[src/rtl/simon_host_if.sv]
`default_nettype none
// ============================================================================
// Module   : simon_host_if
// Desc     : Host-side driver for the SIMON 128/256 core. Packs upstream words
//            into key/block groups, runs the core handshake, drains results.
// Revision : 1.0 - initial release
// ============================================================================
module simon_host_if #(
    parameter int N  = 64,
    parameter int M  = 4,
    parameter int TO = 1023
) (
    input  logic                clk,
    input  logic                R,
    input  logic                in_valid,
    output logic                in_ready,
    input  logic [N-1:0]        in_word,
    input  logic                in_is_key,
    input  logic                in_enc_dec,
    output logic                out_valid,
    input  logic                out_ready,
    output logic [N-1:0]        out_word,
    output logic                key_ready,
    output logic                err,
    output logic                newKey,
    output logic                newData,
    output logic                enc_dec,
    output logic                readData,
    output logic [M-1:0][N-1:0] KEY,
    output logic [1:0][N-1:0]   BLOCK,
    input  logic                loadKey,
    input  logic                loadData,
    input  logic                doneKey,
    input  logic                doneData,
    input  logic [1:0][N-1:0]   outData
);

    localparam int c_IDX_W = (M > 1) ? $clog2(M) : 1;
    localparam int c_WD_W  = $clog2(TO + 1);
    localparam logic [c_IDX_W-1:0] c_IDX_LAST = c_IDX_W'(M - 1);
    localparam logic [c_WD_W-1:0]  c_WD_LAST  = c_WD_W'(TO - 1);

    localparam logic [3:0] c_ST_IDLE     = 4'd0;
    localparam logic [3:0] c_ST_COL_KEY  = 4'd1;
    localparam logic [3:0] c_ST_COL_BLK  = 4'd2;
    localparam logic [3:0] c_ST_DISCARD  = 4'd3;
    localparam logic [3:0] c_ST_ISS_KEY  = 4'd4;
    localparam logic [3:0] c_ST_WAIT_KEY = 4'd5;
    localparam logic [3:0] c_ST_ISS_DAT  = 4'd6;
    localparam logic [3:0] c_ST_WAIT_DAT = 4'd7;
    localparam logic [3:0] c_ST_DRAIN0   = 4'd8;
    localparam logic [3:0] c_ST_DRAIN1   = 4'd9;

    logic [3:0]          r_state;
    logic [c_IDX_W-1:0]  r_idx;
    logic [c_WD_W-1:0]   r_wd;
    logic [M-1:0][N-1:0] r_kbuf;
    logic [M-1:0][N-1:0] r_key;
    logic [N-1:0]        r_blk_hi;
    logic [1:0][N-1:0]   r_block;
    logic                r_ed_lat;
    logic [N-1:0]        r_res_lo;
    logic [N-1:0]        r_out_word;
    logic                r_out_valid;
    logic                r_key_ready;
    logic                r_err;
    logic                r_new_key;
    logic                r_new_data;
    logic                r_enc_dec;
    logic                r_read_data;

    logic                w_in_ready;
    logic                w_accept;
    logic                w_wait;
    logic                w_wd_hit;
    logic [M-1:0][N-1:0] w_key_next;

    assign w_in_ready = !R && (r_state == c_ST_IDLE    || r_state == c_ST_COL_KEY ||
                               r_state == c_ST_COL_BLK || r_state == c_ST_DISCARD);
    assign w_accept   = in_valid && w_in_ready;
    assign w_wait     = (r_state == c_ST_ISS_KEY) || (r_state == c_ST_WAIT_KEY) ||
                        (r_state == c_ST_ISS_DAT) || (r_state == c_ST_WAIT_DAT);
    assign w_wd_hit   = w_wait && (r_wd == c_WD_LAST);

    // Shift the key buffer up so the first word ends at index M-1.
    always_comb begin
        w_key_next    = r_kbuf;
        w_key_next[0] = in_word;
        for (int i = 1; i < M; i++) begin
            w_key_next[i] = r_kbuf[i-1];
        end
    end

    always_ff @(posedge clk) begin
        if (R) begin
            r_state     <= c_ST_IDLE;
            r_idx       <= '0;
            r_wd        <= '0;
            r_kbuf      <= '0;
            r_key       <= '0;
            r_blk_hi    <= '0;
            r_block     <= '0;
            r_ed_lat    <= 1'b0;
            r_res_lo    <= '0;
            r_out_word  <= '0;
            r_out_valid <= 1'b0;
            r_key_ready <= 1'b0;
            r_err       <= 1'b0;
            r_new_key   <= 1'b0;
            r_new_data  <= 1'b0;
            r_enc_dec   <= 1'b0;
            r_read_data <= 1'b0;
        end else begin
            r_err       <= 1'b0;
            r_read_data <= 1'b0;
            if (w_wait) begin
                r_wd <= r_wd + 1'b1;
            end
            case (r_state)
                c_ST_IDLE: begin
                    if (w_accept) begin
                        if (in_is_key) begin
                            r_kbuf <= w_key_next;
                            if (M == 1) begin
                                r_key       <= w_key_next;
                                r_new_key   <= 1'b1;
                                r_key_ready <= 1'b0;
                                r_wd        <= '0;
                                r_state     <= c_ST_ISS_KEY;
                            end else begin
                                r_idx   <= c_IDX_W'(1);
                                r_state <= c_ST_COL_KEY;
                            end
                        end else if (!r_key_ready) begin
                            r_state <= c_ST_DISCARD;
                        end else begin
                            r_blk_hi <= in_word;
                            r_ed_lat <= in_enc_dec;
                            r_state  <= c_ST_COL_BLK;
                        end
                    end
                end
                c_ST_COL_KEY: begin
                    if (w_accept) begin
                        r_kbuf <= w_key_next;
                        r_idx  <= r_idx + 1'b1;
                        if (r_idx == c_IDX_LAST) begin
                            r_key       <= w_key_next;
                            r_new_key   <= 1'b1;
                            r_key_ready <= 1'b0;
                            r_wd        <= '0;
                            r_state     <= c_ST_ISS_KEY;
                        end
                    end
                end
                c_ST_COL_BLK: begin
                    if (w_accept) begin
                        r_block    <= {r_blk_hi, in_word};
                        r_enc_dec  <= r_ed_lat;
                        r_new_data <= 1'b1;
                        r_wd       <= '0;
                        r_state    <= c_ST_ISS_DAT;
                    end
                end
                c_ST_DISCARD: begin
                    if (w_accept) begin
                        r_err   <= 1'b1;
                        r_state <= c_ST_IDLE;
                    end
                end
                c_ST_ISS_KEY: begin
                    if (loadKey) begin
                        r_new_key <= 1'b0;
                        r_wd      <= '0;
                        r_state   <= c_ST_WAIT_KEY;
                    end else if (w_wd_hit) begin
                        r_new_key   <= 1'b0;
                        r_err       <= 1'b1;
                        r_key_ready <= 1'b0;
                        r_state     <= c_ST_IDLE;
                    end
                end
                c_ST_WAIT_KEY: begin
                    if (doneKey) begin
                        r_key_ready <= 1'b1;
                        r_state     <= c_ST_IDLE;
                    end else if (w_wd_hit) begin
                        r_err       <= 1'b1;
                        r_key_ready <= 1'b0;
                        r_state     <= c_ST_IDLE;
                    end
                end
                c_ST_ISS_DAT: begin
                    if (loadData) begin
                        r_new_data <= 1'b0;
                        r_wd       <= '0;
                        r_state    <= c_ST_WAIT_DAT;
                    end else if (w_wd_hit) begin
                        r_new_data  <= 1'b0;
                        r_err       <= 1'b1;
                        r_key_ready <= 1'b0;
                        r_state     <= c_ST_IDLE;
                    end
                end
                c_ST_WAIT_DAT: begin
                    if (doneData) begin
                        r_out_word  <= outData[1];
                        r_res_lo    <= outData[0];
                        r_read_data <= 1'b1;
                        r_out_valid <= 1'b1;
                        r_state     <= c_ST_DRAIN0;
                    end else if (w_wd_hit) begin
                        r_err       <= 1'b1;
                        r_key_ready <= 1'b0;
                        r_state     <= c_ST_IDLE;
                    end
                end
                c_ST_DRAIN0: begin
                    if (out_ready) begin
                        r_out_word <= r_res_lo;
                        r_state    <= c_ST_DRAIN1;
                    end
                end
                c_ST_DRAIN1: begin
                    if (out_ready) begin
                        r_out_valid <= 1'b0;
                        r_state     <= c_ST_IDLE;
                    end
                end
                default: begin
                    r_state <= c_ST_IDLE;
                end
            endcase
        end
    end

    assign in_ready  = w_in_ready;
    assign out_valid = r_out_valid;
    assign out_word  = r_out_word;
    assign key_ready = r_key_ready;
    assign err       = r_err;
    assign newKey    = r_new_key;
    assign newData   = r_new_data;
    assign enc_dec   = r_enc_dec;
    assign readData  = r_read_data;
    assign KEY       = r_key;
    assign BLOCK     = r_block;

endmodule
`default_nettype wire

[config.mk]
export PLATFORM = sky130hd
export DESIGN_NAME = simon_host_if
export DESIGN_NICKNAME = d
export VERILOG_FILES = /design/src/rtl/simon_host_if.sv
export SDC_FILE = /design/constraint.sdc
export NUM_CORES = 2
export LEC_CHECK = 0
export ABC_AREA = 1
export CORE_MARGIN = 4
export CORE_UTILIZATION = 30
export CTS_BUF_LIST = sky130_fd_sc_hd__clkbuf_8
export DETAILED_ROUTE_END_ITERATION = 10
export PLACE_DENSITY = 0.5
export SLEW_MARGIN = 20
export SYNTH_ARGS = -nofsm -noshare
export SYNTH_HDL_FRONTEND = slang
export SYNTH_SLANG_ARGS = --single-unit
[constraint.sdc]
create_clock -name clk -period 4.6 [get_ports clk]
set_clock_uncertainty 0.15 [all_clocks]
set_input_delay 1.15 -clock clk [delete_from_list [all_inputs] [get_ports clk]]
set_output_delay 1.15 -clock clk [all_outputs]
set_load 0.03 [all_outputs]
* After elaboration in Yosys (flattened, before gate mapping)
Cells that the tools add are included.
Operators by class: equal/unequal tests 25, add/subtract/negate cells 2, bitwise operators 2, mux-type cells 60, reduce and logical (&&, ||, !) cells 29
Operators by type and width (count):
- 192-bit two-way mux | 3
- 192-bit one-hot mux with 2 select lines | 1
- 64-bit two-way mux | 2
- 64-bit one-hot mux with 2 select lines | 1
- 10-bit two-way mux | 6
- 4-bit two-way mux | 12
- 10-bit one-hot mux with 4 select lines | 1
- 4-bit one-hot mux with 10 select lines | 1
- 1-bit two-way mux | 23
- 2-bit inequality test, second input constant | 11
- 4-bit by 3-bit equality test with 1-bit output, second input constant | 4
- 3-bit AND reduction | 4
- 4-bit AND reduction | 3
- 10-bit by 1-bit adder with 10-bit output, second input constant | 1
- 10-bit equality test, second input constant | 1
- 1-bit one-hot mux with 5 select lines | 2
- 2-bit nonzero test | 5
- 4-bit by 2-bit equality test with 1-bit output, second input constant | 2
- 4-bit equality test, second input constant | 2
- 2-bit two-way mux | 4
- 7-bit AND reduction | 1
- 1-bit logical OR | 6
- 3-bit inequality test, second input constant | 2
- 1-bit one-hot mux with 2 select lines | 3
- 13 further kinds | 17
Storage, ports and cells: output and inout bits 456, register bits after elaboration 792, logic and storage cells 141

* Logic depth before layout (Yosys ltp)
word-level depth 8, depth in mapped cells 11, depth with buffers taken out 11

* Least setup slack after synthesis
OpenSTA, ideal clock, no wires.
kind input to output, start point input R, end point output in_ready, arrival time 2.107 ns, slack 1.193 ns, cell stages on the path 4, cell sequence buf_2 clkbuf_1 buf_1 nor2_1
On the way: cells in the longest elaborated chain, start to end 2
RTL lines:
- start: declaration | line 14 | input logic R,
- 1-bit zero test | line 78 | assign w_in_ready = !R && (r_state == c_ST_IDLE || r_state == c_ST_COL_KEY ||
- 1-bit logical AND | line 78
- end: declaration | line 16 | output logic in_ready,
Every way passes these cells.

* Worst setup path after layout
start point register r_state[3], end point output in_ready
On the way: cells in the longest elaborated chain, start to end 5, elaborated cells on any way between the ends 8, those cells by class eq/ne: 3; reduce/logical: 5
RTL lines:
- start: declaration | line 54 | logic [3:0] r_state;
- start signal: assignment | line 96 | r_state <= c_ST_IDLE;
- start signal: assignment | line 129 | r_state <= c_ST_ISS_KEY;
- start signal: assignment | line 132 | r_state <= c_ST_COL_KEY;
- 4-bit by 1-bit equality test with 1-bit output or 4-bit zero test (tied branches) | line 78
- 1-bit logical OR (2 in a row) | line 78
- 1-bit logical OR * | line 79 | r_state == c_ST_COL_BLK || r_state == c_ST_DISCARD);
- 1-bit logical AND * | line 78
Mark *: on every way between the ends. The rest lies on a longest branch, timed or not.

==> report_table.html <==
<table>
<tr><th>Metric</th><th>Value</th></tr>
<tr><th colspan="2">Outcome</th></tr>
<tr><td>Outcome</td><td>finished clean</td></tr>
<tr><th colspan="2">Clocking</th></tr>
<tr><td>H-Tree Level Count</td><td>4</td></tr>
<tr><td>Clock tree root driver cell</td><td>clkbuf_8</td></tr>
<tr><td>Latest clock arrival within the worst-skew pair</td><td>800 ps</td></tr>
<tr><td>Number of buffers created by CTS</td><td>143</td></tr>
<tr><td>Hold buffer count at CTS</td><td>0</td></tr>
<tr><td>Clock slew seen by the registers of the worst setup and hold paths</td><td>approximately 60 ps</td></tr>
<tr><td>Post-cts sizing count</td><td>0</td></tr>
<tr><td>Buffers from clock root to sink, at most</td><td>3</td></tr>
<tr><td>TritonCTS clock tree</td><td>yes</td></tr>
<tr><td>Clock tree sinks</td><td>792</td></tr>
<tr><td># Post-CTS Setup Buffers</td><td>0</td></tr>
<tr><th colspan="2">Synth</th></tr>
<tr><td>Synthesis warning total</td><td>0</td></tr>
<tr><td>Most common cell in the synthesized netlist</td><td>dfxtp_1</td></tr>
<tr><td>Count of distinct cell types in the synthesized netlist</td><td>33</td></tr>
<tr><td>Post-synth ARST share</td><td>0</td></tr>
<tr><td>Most used DFF post-synth</td><td>dfxtp_1</td></tr>
<tr><td>Post-synthesis instance area</td><td>27700 um^2</td></tr>
<tr><td>Number of enable-type register cells in the synthesized netlist</td><td>0</td></tr>
<tr><td>Number of instances in the synthesized netlist</td><td>3368</td></tr>
<tr><td>Post-synthesis cell type with the largest combined area</td><td>dfxtp_1</td></tr>
<tr><td>Mean Syn Cell Area</td><td>slightly above 8 um^2</td></tr>
<tr><td>Synthesized flop and latch total</td><td>792</td></tr>
<tr><td>Synth area leaders</td><td>dfxtp_1, o21ai_0, nor2_1, a21oi_1, inv_1</td></tr>
<tr><td>Most used standard cells in the synthesized netlist</td><td>dfxtp_1, o21ai_0, nor2_1, a21oi_1, inv_1</td></tr>
<tr><td>Fraction of the yosys area taken by sequential cells</td><td>0.571</td></tr>
<tr><td>Post-Synthesis Net Count</td><td>3573</td></tr>
<tr><td>Area share of the largest cell type after synthesis</td><td>0.571</td></tr>
<tr><th colspan="2">Pwr</th></tr>
<tr><td>Worst voltage drop across the vdd grid</td><td>0.000237 V</td></tr>
<tr><td>Power per standard cell area</td><td>approximately 430 nW/um^2</td></tr>
<tr><td>Standby leakage power</td><td>0.0153 uW</td></tr>
<tr><th colspan="2">Final layout</th></tr>
<tr><td>Area grow syn2layout</td><td>36.4%</td></tr>
<tr><td>Core utilization of the finished layout</td><td>0.413</td></tr>
<tr><td>Final #Nets</td><td>4139</td></tr>
<tr><td>Layout cells sized above 1</td><td>0.0625</td></tr>
<tr><th colspan="2">Detailed routing</th></tr>
<tr><td>Routed via count</td><td>approximately 25000</td></tr>
<tr><td>First drt pass iteration count</td><td>6</td></tr>
<tr><td>Routed wire length</td><td>~110 mm</td></tr>
<tr><td>Detailed Route Iter0 Violations</td><td>1854</td></tr>
<tr><td>Avg Vias per Cell</td><td>between 4 and 5</td></tr>
<tr><td>Remaining antenna violation count after routing</td><td>0</td></tr>
<tr><td>Routed wire length on met3</td><td>8.04 mm</td></tr>
<tr><td>Routed wire length per instance</td><td>between 20 and 25 um</td></tr>
<tr><td>Top layer reached by signal wires</td><td>met5</td></tr>
<tr><td>Remaining DRCs</td><td>0</td></tr>
<tr><td>Detail Route met2 WL</td><td>51.6 mm</td></tr>
<tr><td>Wire length the detailed router placed on met1</td><td>around 45 mm</td></tr>
<tr><th colspan="2">Timing</th></tr>
<tr><td>Measured slew at the worst slew-check pin</td><td>about 1100 ps</td></tr>
<tr><td>Final critical-path share of the clock period</td><td>0.806</td></tr>
<tr><td>Max-Slew Margin vs Limit</td><td>0.275</td></tr>
<tr><td>Total count of hold-check failures in the final report</td><td>0</td></tr>
<tr><td>Fmax</td><td>about 270 MHz</td></tr>
<tr><td>Unrepaired setup endpoints after global routing</td><td>no</td></tr>
<tr><td>Final setup vio count</td><td>0</td></tr>
<tr><td>Post-layout min period</td><td>3710 ps</td></tr>
<tr><td>Total Neg Setup Slack</td><td>0 ps</td></tr>
<tr><td>Count of pins over their slew limit</td><td>0</td></tr>
<tr><th colspan="2">Worst hold path</th></tr>
<tr><td>Class of the tightest hold or removal check</td><td>flop to flop</td></tr>
<tr><td>Hold Path Stages</td><td>2</td></tr>
<tr><th colspan="2">Die</th></tr>
<tr><td>Die Y</td><td>312 um</td></tr>
<tr><td>Die outline area</td><td>about 97000 um^2</td></tr>
<tr><td>Initial core utilization</td><td>0.303</td></tr>
<tr><td>Horizontal die dimension</td><td>~310 um</td></tr>
<tr><td>Number of ports placed on the die boundary</td><td>~660</td></tr>
<tr><td>Number of placement rows</td><td>111</td></tr>
<tr><td>Core Area</td><td>91700 um^2</td></tr>
<tr><th colspan="2">Worst setup path</th></tr>
<tr><td>List of cells traversed by the critical path</td><td>inv_1 &gt; nand2_1 &gt; nor2_1 &gt; clkdlybuf4s50_1</td></tr>
<tr><td>Element type at the critical path start</td><td>flop</td></tr>
<tr><td>Worst path arrival time</td><td>2410 ps</td></tr>
<tr><td>Class of the most critical setup path</td><td>flop to primary output</td></tr>
<tr><td>Critical Path End Type</td><td>primary output</td></tr>
<tr><td>Number of logic stages on the critical path including buffering</td><td>4</td></tr>
<tr><td>Crit-path slowest cell</td><td>clkdlybuf4s50_1</td></tr>
<tr><td>Setup slack of the most critical reg-to-reg path</td><td>1920 ps</td></tr>
<tr><td>Cell family with most CP delay</td><td>buffers and inverters</td></tr>
<tr><td>Count of buffering cells on the critical path with inverters included</td><td>2</td></tr>
<tr><td>CP Data Required Time</td><td>3300 ps</td></tr>
<tr><td>Max FO, Critical Path</td><td>4</td></tr>
<tr><td>Slowest stage delay, CP</td><td>810 ps</td></tr>
<tr><td>Cell depth of the worst flop-to-flop path</td><td>8</td></tr>
<tr><th colspan="2">Global routing</th></tr>
<tr><td>Total global routing track utilization</td><td>0.211</td></tr>
<tr><td>Global-route wire length before repair</td><td>158 mm</td></tr>
<tr><td>Congestion Overflow GR</td><td>0</td></tr>
<tr><td>Maximum number of pins on one net before global-route repair</td><td>271</td></tr>
<tr><td>Antenna violations before repair</td><td>5</td></tr>
<tr><td>Via count of the first global-routing pass</td><td>24100</td></tr>
<tr><th colspan="2">Place</th></tr>
<tr><td>Count of buffers inserted at the top-level ports</td><td>approximately 660</td></tr>
<tr><td>Gp weighted congestion</td><td>~0.86</td></tr>
<tr><td>HPWL after DPL</td><td>71.3 mm</td></tr>
<tr><th colspan="2">Flow run</th></tr>
<tr><td>Max-cap violations</td><td>0</td></tr>
</table>
worst register-to-register path: stages (launching register included):
cell and delay (ps):
dfxtp_1 370, nor2_1 220, nand3_1 170, buf_4 230, nor2_4 150, buf_12 390
buf_16 480, o21ai_0 260, a21oi_1 170
registers in the layout, indices dropped and copies added (netlist names), 2 cells and up:
| name | flops |
|---|---|
| out_word | 64 |
| r_blk_hi | 64 |
| r_idx | 2 |
| r_state | 4 |
| BLOCK | 128 |
| r_wd | 10 |
| r_kbuf | 192 |
| r_res_lo | 64 |
| KEY | 256 |
layer usage:
layer  GRT usage  up-vias
met4      0.0555        6
li1            -    12400
met1       0.256    11700
met2       0.359      712
met5           0        -
met3      0.0719      125
layout make-up:
| cell class | instances | area, um^2 |
|---|---|---|
| fill | 9348 | 53800 |
| sequential | 792 | 15900 |
| multi-input combinational | 2080 | 9870 |
| timing repair buffer | 699 | 7010 |
| clock buffer | 173 | 2380 |
| tap | 1186 | 1480 |
| inverter | 218 | 831 |
| clock inverter | 71 | 412 |
| antenna | 4 | 10.0 |
worst paths after layout:
kind	endpoint	start
worst max-delay path	in_ready	r_state[3]
worst min-delay path	r_res_lo[21]	r_res_lo[21]
worst min register to register	r_res_lo[21]	r_res_lo[21]
worst max register to register	r_kbuf[96]	r_state[2]
report_power, final:
group	switching (uW)	total [uW]	internal (uW)	leakage, uW
sequential	240	7500	7260	0.00640
clock	2990	6540	3560	0.00161
combinational	1380	2060	681	0.00728
total	4610	16100	11500	0.0153
through the flow:
stage	setup WS, ps	cell area [um^2]	power, uW	hold WS [ps]	instances
after floorplan	1190	27700	8790	274	3368
after global placement	879	35000	9710	285	4973
after detailed placement	890	35000	9710	288	4973
after CTS	812	37800	16400	297	5217
after global routing	763	37800	16900	309	5220
final	894	37900	16100	294	5223
cells in the final DEF, fill, tap and decap left out, types with 3 or more instances in the layout:
| cell | count |
|---|---|
| o21ai_1 | 22 |
| inv_1 | 265 |
| nand3_1 | 74 |
| a211oi_1 | 65 |
| xor2_1 | 4 |
| nand2_1 | 120 |
| a21oi_1 | 395 |
| clkinvlp_4 | 6 |
| clkinv_2 | 7 |
| diode_2 | 4 |
| nor2_1 | 616 |
| nand4_1 | 3 |
| ha_1 | 3 |
| clkdlybuf4s50_1 | 656 |
| o21ai_0 | 690 |
| buf_4 | 34 |
| bufinv_16 | 3 |
| inv_8 | 3 |
| clkbuf_8 | 173 |
| nor2_4 | 4 |
| buf_12 | 8 |
| a31oi_1 | 65 |
| dfxtp_1 | 792 |
logic make-up (layout without fill, tap and decap cells):
kind of cell	count (synthesis)	in the layout	synth area share
AO/OA/AOI/OAI	1247	1247	0.235
XOR/XNOR	5	5	0.00158
adder cells (fa/ha/maj)	3	3	0.00135
buffers and inverters	496	1161	0.0746
flip-flops	792	792	0.571
other	0	4	0
AND/OR/NAND/NOR	825	825	0.116
Power figures use the tool's default switching activity.
